===== config.mk =====
export PLATFORM = sky130hd
export DESIGN_NAME = dvi_timing_gen
export DESIGN_NICKNAME = d
export VERILOG_FILES = /design/src/rtl/dvi_timing_gen.sv
export SDC_FILE = /design/constraint.sdc
export NUM_CORES = 1
export LEC_CHECK = 0
export CAP_MARGIN = 0
export CORE_ASPECT_RATIO = 1.2
export CORE_MARGIN = 2
export CORE_UTILIZATION = 56
export CTS_BUF_LIST = sky130_fd_sc_hd__clkbuf_8
export CTS_CLUSTER_DIAMETER = 50
export CTS_CLUSTER_SIZE = 8
export DETAILED_ROUTE_END_ITERATION = 10
export HOLD_SLACK_MARGIN = 0.02
export PLACE_DENSITY = 0.85
export SETUP_SLACK_MARGIN = 0.5
export SLEW_MARGIN = 25
export SYNTH_ARGS = -nofsm -noshare
export SYNTH_HDL_FRONTEND = slang
export SYNTH_SLANG_ARGS = --single-unit

===== constraint.sdc =====
create_clock -name clk -period 2.38 [get_ports clk]
set_input_delay 0.714 -clock clk [delete_from_list [all_inputs] [get_ports clk]]
set_output_delay 0.714 -clock clk [all_outputs]
set_load 0.01 [all_outputs]

===== src/rtl/dvi_timing_gen.sv =====
// DVI/VGA raster timing generator: waits for transmitter setup, then sweeps
// (h_cnt, v_cnt) and emits registered sync, data-enable and pixel coordinates.
module dvi_timing_gen #(
    parameter int H_ACTIVE = 640,
    parameter int H_FP     = 16,
    parameter int H_SYNC   = 96,
    parameter int H_BP     = 48,
    parameter int V_ACTIVE = 480,
    parameter int V_FP     = 10,
    parameter int V_SYNC   = 2,
    parameter int V_BP     = 33,
    parameter bit SYNC_POL = 1'b0
) (
    input  logic        clk,
    input  logic        reset,
    input  logic        iic_done,
    output logic        hsync,
    output logic        vsync,
    output logic        de,
    output logic [10:0] x,
    output logic [10:0] y,
    output logic        frame_start,
    output logic        running
);

    // state | meaning
    // IDLE  | waiting for iic_done; outputs parked
    // ARM   | one cycle, clears counters
    // RUN   | raster sweep; leaves only at the last pixel of a frame
    typedef enum logic [1:0] {IDLE, ARM, RUN} state_t;

    localparam int H_TOTAL = H_ACTIVE + H_FP + H_SYNC + H_BP;
    localparam int V_TOTAL = V_ACTIVE + V_FP + V_SYNC + V_BP;

    localparam logic [10:0] H_LAST     = 11'(H_TOTAL - 1);
    localparam logic [10:0] V_LAST     = 11'(V_TOTAL - 1);
    localparam logic [10:0] H_VIS      = 11'(H_ACTIVE);
    localparam logic [10:0] V_VIS      = 11'(V_ACTIVE);
    localparam logic [10:0] HS_START   = 11'(H_ACTIVE + H_FP);
    localparam logic [10:0] HS_END     = 11'(H_ACTIVE + H_FP + H_SYNC);
    localparam logic [10:0] VS_START   = 11'(V_ACTIVE + V_FP);
    localparam logic [10:0] VS_END     = 11'(V_ACTIVE + V_FP + V_SYNC);
    localparam logic        SYNC_IDLE  = ~SYNC_POL;

    state_t      state, state_next;
    logic [10:0] h_cnt, v_cnt, h_next, v_next;
    logic        last_pixel, visible, hs_act, vs_act, origin;

    assign last_pixel = (h_cnt == H_LAST) && (v_cnt == V_LAST);
    assign visible    = (h_cnt < H_VIS) && (v_cnt < V_VIS);
    assign hs_act     = (h_cnt >= HS_START) && (h_cnt < HS_END);
    assign vs_act     = (v_cnt >= VS_START) && (v_cnt < VS_END);
    assign origin     = (h_cnt == 11'd0) && (v_cnt == 11'd0);

    always_comb begin
        state_next = state;
        h_next     = h_cnt;
        v_next     = v_cnt;
        case (state)
            IDLE: begin
                if (iic_done) state_next = ARM;
            end
            ARM: begin
                state_next = RUN;
                h_next     = 11'd0;
                v_next     = 11'd0;
            end
            RUN: begin
                if (h_cnt == H_LAST) begin
                    h_next = 11'd0;
                    v_next = (v_cnt == V_LAST) ? 11'd0 : v_cnt + 11'd1;
                end else begin
                    h_next = h_cnt + 11'd1;
                end
                // A low iic_done is only honoured at the frame boundary, so a
                // re-rise before then cancels the stop.
                if (last_pixel && !iic_done) state_next = IDLE;
            end
            default: state_next = IDLE;
        endcase
    end

    always_ff @(posedge clk) begin
        if (reset) begin
            state       <= IDLE;
            h_cnt       <= 11'd0;
            v_cnt       <= 11'd0;
            de          <= 1'b0;
            x           <= 11'd0;
            y           <= 11'd0;
            frame_start <= 1'b0;
            running     <= 1'b0;
            hsync       <= SYNC_IDLE;
            vsync       <= SYNC_IDLE;
        end else begin
            state   <= state_next;
            h_cnt   <= h_next;
            v_cnt   <= v_next;
            running <= (state_next == RUN);
            if (state == RUN) begin
                de          <= visible;
                x           <= visible ? h_cnt : 11'd0;
                y           <= visible ? v_cnt : 11'd0;
                frame_start <= origin;
                hsync       <= hs_act ? SYNC_POL : SYNC_IDLE;
                vsync       <= vs_act ? SYNC_POL : SYNC_IDLE;
            end else begin
                de          <= 1'b0;
                x           <= 11'd0;
                y           <= 11'd0;
                frame_start <= 1'b0;
                hsync       <= SYNC_IDLE;
                vsync       <= SYNC_IDLE;
            end
        end
    end

endmodule


==> results of run 1 <==
-- report_power, final --
part	internal, W	switching [W]
combinational	0.0000664	0.0000800
clock	0.000317	0.000296
sequential	0.000865	0.00000804
-- synth_stat cells (all sizes together) --
cell type,instances
nand4,11
nor3,4
and3,3
a21oi,3
nor4,5
xor2,6
and4b,1
conb,1
clkinv,1
nand3b,1
o2bb2ai,2
buf,3
nand3,19
or3b,1
or2,3
or3,5
dfxtp,51
xnor2,6
clkbuf,8
and2,20
nand2b,4
nor3b,3
o41a,1
nor2,14
or4,1
nor2b,1
o211ai,4
a22o,2
o21a,2
nand2,9
and4,3
a21o,1
inv,9
o31ai,1
o21ai,5
ha,8
a211oi,1
nand4b,4
nor4b,2
-- cells by family (layout without fill, tap and decap cells) --
group | count (synthesis) | count (layout) | share of synthesized area, %
AOI/OAI and AO/OA | 22 | 22 | 7.759
xor gates and xnor gates | 12 | 12 | 4.828
adders and majority gates | 8 | 8 | 4.598
buffers and inverters | 21 | 61 | 4.367
DFF | 51 | 51 | 46.90
other | 1 | 3 | 0.1722
and+or+nand+nor | 114 | 114 | 31.38
-- cells in the final DEF, fill, tap and decap left out, types with 4 or more instances in the layout --
cell	n
nand3_1	18
dfxtp_1	45
nand4_1	11
nand4b_1	4
buf_6	4
xnor2_1	6
buf_4	10
and2_1	19
ha_1	6
dfxtp_2	6
clkbuf_8	5
xor2_1	6
nand2_1	7
dlymetal6s2s_1	21
inv_1	8
o211ai_1	4
o21ai_0	4
nor2_1	14
dlygate4sd2_1	5
-- stage by stage --
step,hold WS (ps),util (%)
floorplan,488.7,-
global placement,508.2,68.39
detailed placement,527.4,68.39
CTS,545.1,74.36
global route,539.6,77.51
finish,522.3,77.51
-- final cells by class --
| cell class | count | area share (%) |
|---|---|---|
| well taps | 52 | 2.273 |
| multi-input cells | 159 | 40.52 |
| clock buffers | 5 | 2.404 |
| flip-flops and latches | 51 | 35.93 |
| clock inverters | 3 | 1.617 |
| inverters | 10 | 1.311 |
| repair buffers | 43 | 15.95 |
-- path summary, 6_finish.rpt --
check                                end  slack (ps)  cells past startpoint
worst max-delay path                x[1]         510                      7
worst min-delay path            h_cnt[1]         520                      2
worst max register to register  v_cnt[4]         530                      4
worst min register to register  h_cnt[1]         520                      2
-- state kept, by name (all words and copies together), names as in the netlist --
register     flops
vsync            1
de               1
frame_start      1
x               11
state            2
h_cnt           11
y               11
hsync            1
running          1
v_cnt           11
-- per-layer routing --
| layer | share of wire (%) | track usage [%] | routed length (um) | vias up |
|---|---|---|---|---|
| met2 | 52 | 38.23 | 2595 | 63 |
| li1 | - | - | - | 882 |
| met4 | 2.8 | 10.39 | 140 | 0 |
| met3 | 5.5 | 6.061 | 271 | 15 |
| met5 | 0 | 0 | 0 | - |
| met1 | 40 | 28.43 | 1964 | 883 |
-- worst min-delay path: stages, from the launching register on --
cell and delay [ps]:
dfxtp_2 360, nand2b_1 70, a21oi_1 60
-- what timing repair did --
action | CTS | global route
buffers inserted | 4 | 2
endpoints found under the setup margin | 37 | 55
gates cloned | 3 | 0
pin swaps | 3 | 2
resized for setup | 25 | 36
==> impl_metrics.env, run 1 <==
export IMPL_dp_hpwl_um=3041
export IMPL_cp_required_ps=2640
export IMPL_cp_slowest_cell="or3_4"
export IMPL_antenna_left=0
export IMPL_ys_warn_count=0
export IMPL_nets=281
export IMPL_clk_pin_slew_ps=90
export IMPL_synth_area_leaders="dfxtp_1 (47%), and2_1 (5.5%), ha_1 (4.6%), nand3_1 (4.4%), nand4_1 (3.2%)"
export IMPL_drcViolationCount=0
export IMPL_setup_tns_ps=0
export IMPL_vias=1843
export IMPL_firstDrtPassIters=6
export IMPL_clockBufferDepth=2
export IMPL_crit_type="in2reg"
export IMPL_drive_gt1_share_pct=18.45
export IMPL_grt_max_degree=18
export IMPL_fin_skew_ps=4.020
export IMPL_placed_cell_area_um2=2526
export IMPL_rsz0062_at_grt="false"
export IMPL_path_buf_inv=3
export IMPL_root_buffer="clkbuf_8"
export IMPL_hold_path_class="reg2reg"
export IMPL_place_ws_ps=-14.28
export IMPL_start_util_pct=58.94
export IMPL_ys_types=43
export IMPL_critPathCaptureType="register"
export IMPL_clock_sinks=51
export IMPL_via_per_inst=5.706
export IMPL_power_w=0.001632
export IMPL_drt_iter0_markers=93
export IMPL_slowest_delay_ps=400
export IMPL_drt_wirelength_per_cell_um=15.39
export IMPL_area_growth_pct=31.49
export IMPL_rows=24
export IMPL_antenna_found_initial=0
export IMPL_track_usage_pct=23.38
export IMPL_finalCritPeriodShare_pct=78.67
export IMPL_grt_overflow=0
export IMPL_synth_seq_cells=51
export IMPL_power_density_nw_per_um2=570.0
export IMPL_seq_area_frac_synth_pct=46.90
export IMPL_clock_latency_ps=310
export IMPL_cp_arrival_ps=2130
export IMPL_place_congestion=0.8107
export IMPL_cp_cell_sequence="clkdlybuf4s15_1 > nand2b_4 > or3_4 > nor4b_4 > buf_4 > buf_6 > and2_1"
export IMPL_ff_latch_area_um2=1028
export IMPL_num_fill_cells=240
export IMPL_fin_area_um2=2863
export IMPL_die_x_um=60.92
export IMPL_cts_tree="yes"
export IMPL_fin_crit_ps=1872
export IMPL_final_hold_violation_count=0
export IMPL_ir_drop_uv=323.9
export IMPL_p_leak_nw=1.385
export IMPL_setup_ws_ps=507.7
export IMPL_reg2reg_from="h_cnt[8]"
export IMPL_crit_start="reset"
export IMPL_avgSynthCellArea_um2=9.507
export IMPL_grt_pass1_wl_um=7686
export IMPL_cts_buffers=5
export IMPL_grt_pass1_vias=1684
export IMPL_postCtsHoldBufs=0
export IMPL_worstHoldStart="h_cnt[1]"
export IMPL_wl_um=4972
export IMPL_fmax_mhz=534.1
export IMPL_dp_cells=306
export IMPL_layout_cells_non_filler=323
export IMPL_io_pins=30
export IMPL_synth_top_cell_area_share_pct=46.90
export IMPL_num_antenna_cells=0
export IMPL_finalSetupViolCount=0
export IMPL_cp_top_family="simple AND/OR/NAND/NOR gates"
export IMPL_htree_levels=2
export IMPL_fp_dieH_um=72.30
export IMPL_synth_area_um2=2177
export IMPL_die_area_um2=4405
export IMPL_maxCapViolations=0
export IMPL_synth_cells=229
export IMPL_coreArea_um2=3694
export IMPL_slew_viol_final=0
export IMPL_io_buffers=29
export IMPL_critPathMaxFanout=5
export IMPL_multi_input_area_um2=1160
export IMPL_cp_start_kind="input port"
export IMPL_outcome="finished, final reports clean"
export IMPL_yosysTopAreaCell="dfxtp_1"
Note: power is estimated with default switching activity, not from simulation.
==> inputs of run 2 (changes only) <==
clock period = 1.92 ns   (was 2.38 ns; I/O delays follow)
==> impl_metrics.env, run 2 (synthesized netlist as in run 1, its figures left out) <==
export IMPL_grt_overflow=0
export IMPL_power_density_nw_per_um2=647.6
export IMPL_antenna_left=0
export IMPL_clock_sinks=51
export IMPL_hold_ws_ps=528.7
export IMPL_io_buffers=29
export IMPL_hold_path_class="reg2reg"
export IMPL_track_usage_pct=28.96
export IMPL_maxCapViolations=0
export IMPL_fp_dieH_um=72.30
export IMPL_io_pins=30
export IMPL_cts_buffers=5
export IMPL_vias=2184
export IMPL_firstDrtPassIters=7
export IMPL_ff_latch_area_um2=1037
export IMPL_power_w=0.001972
export IMPL_cp_arrival_ps=1970
export IMPL_rows=24
export IMPL_ir_drop_uv=553.2
export IMPL_dp_hpwl_um=3458
export IMPL_start_util_pct=58.94
export IMPL_multi_input_area_um2=1328
export IMPL_fin_crit_ps=1752
export IMPL_num_antenna_cells=0
export IMPL_drcViolationCount=0
export IMPL_fin_area_um2=3045
export IMPL_drt_iter0_markers=211
export IMPL_num_fill_cells=214
export IMPL_nets=306
export IMPL_finalSetupViolCount=0
export IMPL_die_area_um2=4405
export IMPL_place_congestion=0.9071
export IMPL_finalCritPeriodShare_pct=91.26
export IMPL_cp_required_ps=2140
export IMPL_wl_um=6920
export IMPL_grt_pass1_vias=2045
export IMPL_postCtsHoldBufs=0
export IMPL_slew_viol_final=0
export IMPL_critPathCaptureType="register"
export IMPL_fin_skew_ps=5.092
export IMPL_p_leak_nw=1.291
export IMPL_coreArea_um2=3694
export IMPL_cp_start_kind="input port"
export IMPL_outcome="finished, final reports clean"
export IMPL_cts_tree="yes"
export IMPL_clk_pin_slew_ps=90
export IMPL_drt_wirelength_per_cell_um=19.89
export IMPL_grt_pass1_wl_um=9528
export IMPL_htree_levels=2
export IMPL_rsz0062_at_grt="true"
export IMPL_area_growth_pct=39.89
export IMPL_setup_tns_ps=0
export IMPL_critPathMaxFanout=7
export IMPL_crit_type="in2reg"
export IMPL_grt_max_degree=17
export IMPL_antenna_found_initial=0
export IMPL_die_x_um=60.92
export IMPL_final_common_cell="dfxtp_1"
export IMPL_placed_cell_area_um2=2744
export IMPL_clockBufferDepth=2
export IMPL_root_buffer="clkbuf_8"
export IMPL_final_util_pct=82.45
export IMPL_final_cell_mix="dfxtp_1 (40), buf_4 (26), buf_2 (26)"
export IMPL_clock_latency_ps=310
export IMPL_fmax_mhz=570.7
export IMPL_via_per_inst=6.276
export IMPL_final_hold_violation_count=0
export IMPL_drive_gt1_share_pct=43.24
## run 2: cell types whose count changed in the layout (fill, tap and decap cells not counted), moves of 3 or more
cell / previous run / this run
dfxtp_1: 45 / 40
buf_2: 0 / 26
nor2_2: 0 / 3
dlygate4sd2_1: 5 / 1
and2_1: 19 / 12
dlymetal6s2s_1: 21 / 0
buf_6: 4 / 12
nor2_1: 14 / 11
and2_4: 1 / 8
buf_4: 10 / 26
dfxtp_2: 6 / 10
## run 2: final timing paths
| check | cells past startpoint | slack, ps | to | startpoint |
|---|---|---|---|---|
| worst max-delay path | 8 | 170 | v_cnt[10] | reset |
| worst min register to register | 1 | 530 | v_cnt[0] | v_cnt[0] |
| worst min-delay path | 1 | 530 | v_cnt[0] | v_cnt[0] |
| worst max register to register | 9 | 170 | v_cnt[10] | state[0] |
## run 2: routing by layer
metal / up-vias / part of all wire (%) / track usage, %
li1: 938 / - / -
met1: 1046 / 35 / 31.23
met2: 151 / 52 / 50.78
met3: 49 / 7.6 / 7.308
met4: 0 / 6.0 / 14.73
met5: - / 0 / 0
## run 2: metrics by stage
step	worst slack [ps]	std cells
after floorplan	43.38	231
after global placement	-186.6	329
after detailed placement	-260.1	329
after CTS	177.4	345
after global routing	105.3	348
final	167.9	348
## run 2: area by class of cell
cell class,instances,area share [%]
Timing Repair Buffer,67,16.11
Multi-Input combinational cell,160,43.59
Clock inverter,3,0.6163
Clock buffer,5,2.260
Inverter,10,1.233
Sequential cell,51,34.06
Tap cell,52,2.136
## run 2: repair_timing
action                     4_1_cts  5_1_grt
setup endpoints to repair       75       62
pin swaps                       21       19
buffers inserted                 6        3
gates cloned                     2        0
resized for setup              135       42
hold endpoints to repair         0        0
## run 2: report_power, final
part	switching, W	internal, W
logic	0.000136	0.000124
registers	0.00000794	0.00107
clock network	0.000375	0.000257
total	0.000518	0.00145
## run 2: critical path, cell delays in order
cell and delay [ps]:
clkdlybuf4s15_1 200, nand2b_4 180, buf_6 130, buf_6 120
nor4_4 290, buf_6 190, nand2_8 70, o211ai_1 220
==> inputs of run 3 (changes only) <==
==> constraint.sdc (replaced) <==
create_clock -name clk -period 1.92 [get_ports clk]
set_input_delay 0.192 -clock clk [delete_from_list [all_inputs] [get_ports clk]]
set_output_delay 0.192 -clock clk [all_outputs]
set_load 0.01 [all_outputs]
==> impl_metrics.env, run 3 (synthesized netlist as in run 1, its figures left out) <==
export IMPL_outcome="finished, final reports clean"
export IMPL_grt_max_degree=18
export IMPL_whs_path_depth=2
export IMPL_io_buffers=29
export IMPL_grt_pass1_vias=1966
export IMPL_grt_pass1_wl_um=9335
export IMPL_clock_latency_ps=310
export IMPL_fmax_mhz=579.1
export IMPL_maxCapViolations=0
export IMPL_cp_start_kind="register"
export IMPL_final_hold_violation_count=0
export IMPL_die_x_um=60.92
export IMPL_worstHoldStart="v_cnt[0]"
export IMPL_crit_type="reg2reg"
export IMPL_firstDrtPassIters=4
export IMPL_drcViolationCount=0
export IMPL_nets=304
export IMPL_hold_path_class="reg2reg"
export IMPL_worstHoldEndpoint="v_cnt[0]"
export IMPL_ff_latch_area_um2=1031
export IMPL_slew_viol_final=0
export IMPL_postCtsHoldBufs=0
export IMPL_grtUsageMet2_pct=48.51
export IMPL_cts_buffers=5
export IMPL_wl_um=6375
export IMPL_worstRegToRegCells=8
export IMPL_fin_skew_ps=7.560
export IMPL_clock_sinks=51
export IMPL_cts_tree="yes"
export IMPL_num_antenna_cells=0
export IMPL_critPathCaptureType="register"
export IMPL_reg2reg_from="state[0]"
export IMPL_cp_required_ps=2170
export IMPL_drt_iter0_markers=172
export IMPL_hold_ws_ps=527.2
export IMPL_die_area_um2=4405
export IMPL_clockBufferDepth=2
export IMPL_clk_pin_slew_ps=100
export IMPL_met1_usage_pct=34.13
export IMPL_top_usage_layer="met2"
export IMPL_antenna_found_initial=0
export IMPL_rsz0062_at_grt="true"
export IMPL_fin_crit_ps=1727
export IMPL_met3_usage_pct=5.882
export IMPL_ir_drop_uv=613.9
export IMPL_drive_gt1_share_pct=30.95
export IMPL_critPathMaxFanout=6
export IMPL_place_congestion=0.9134
export IMPL_final_common_cell="dfxtp_1"
export IMPL_final_cell_mix="dfxtp_1 (43), clkdlybuf4s50_1 (29), buf_4 (26)"
export IMPL_r2r_end="x[8]"
export IMPL_p_leak_nw=1.176
export IMPL_track_usage_pct=28.98
export IMPL_finalSetupViolCount=0
export IMPL_coreArea_um2=3694
export IMPL_r2r_slack_ps=190
export IMPL_num_fill_cells=182
export IMPL_fp_dieH_um=72.30
export IMPL_setup_tns_ps=0
export IMPL_area_growth_pct=44.71
export IMPL_vias=2063
export IMPL_power_density_nw_per_um2=666.5
export IMPL_finalCritPeriodShare_pct=89.94
export IMPL_io_pins=30
export IMPL_via_per_inst=5.962
export IMPL_start_util_pct=58.94
export IMPL_antenna_left=0
export IMPL_rows=24
export IMPL_grt_overflow=0
export IMPL_dp_hpwl_um=3184
export IMPL_cp_arrival_ps=1980
export IMPL_root_buffer="clkbuf_8"
export IMPL_multi_input_area_um2=1284
export IMPL_htree_levels=2
export IMPL_drt_wirelength_per_cell_um=18.42
## run 3: how the worst max path moves through the flow
| stage | start | slack (ps) | cells past startpoint | end |
|---|---|---|---|---|
| floorplan | h_cnt[5] | 40 | 6 | v_cnt[1] |
| global placement | h_cnt[5] | 120 | 4 | state[0] |
| detailed placement | reset | 100 | 6 | x[6] |
| CTS | h_cnt[6] | 200 | 4 | state[0] |
| global route | state[0] | 100 | 8 | x[5] |
| finish | state[0] | 190 | 8 | x[8] |
## run 3: area by class of cell
class                      instances  share of cell area [%]
clock buffer                       5                   2.184
timing repair buffer              66                   19.62
inverter                          10                   1.191
sequential                        51                   32.72
multi-input combinational        159                   40.75
tap                               52                   2.065
clock inverter                     3                   1.469
## run 3: timing repair
action,4_1_cts,5_1_grt
setup endpoints to repair,47,47
cloned,3,0
buffers inserted,10,4
gates resized for setup,26,25
pin swaps,10,10
## run 3: metrics by stage
| stage | cells | power, W | instance area (um2) | setup WS (ps) | util [%] |
|---|---|---|---|---|---|
| 2_1_floorplan | 231 | 0.001226 | 2253 | 43.38 | - |
| 3_3_place_gp | 321 | 0.001273 | 2685 | 123.2 | 72.70 |
| 3_5_place_dp | 321 | 0.001275 | 2685 | 101.6 | 72.70 |
| 4_1_cts | 342 | 0.002050 | 3007 | 204.5 | 81.40 |
| 5_1_grt | 346 | 0.002167 | 3151 | 103.6 | 85.30 |
| 6_report | 346 | 0.002100 | 3151 | 193.1 | 85.30 |
## run 3: where the power goes
group / switching (W) / total (W) / internal [W]
clock network: 0.000384 / 0.000777 / 0.000393
logic: 0.000121 / 0.000241 / 0.000120
registers: 0.00000843 / 0.00108 / 0.00107
total: 0.000514 / 0.00210 / 0.00159
## run 3: per-layer routing
metal / wire length (um) / vias up
li1: - / 923
met2: 3352 / 112
met4: 246 / 0
met5: 0 / -
met3: 329 / 31
met1: 2446 / 997
## run 3: worst max-delay path, stage by stage (launching register included)
cell	delay (ps)
dfxtp_2	330
inv_2	70
ha_4	180
nand2b_4	70
or3_4	350
nor4b_4	260
buf_4	190
buf_6	110
and2_1	120
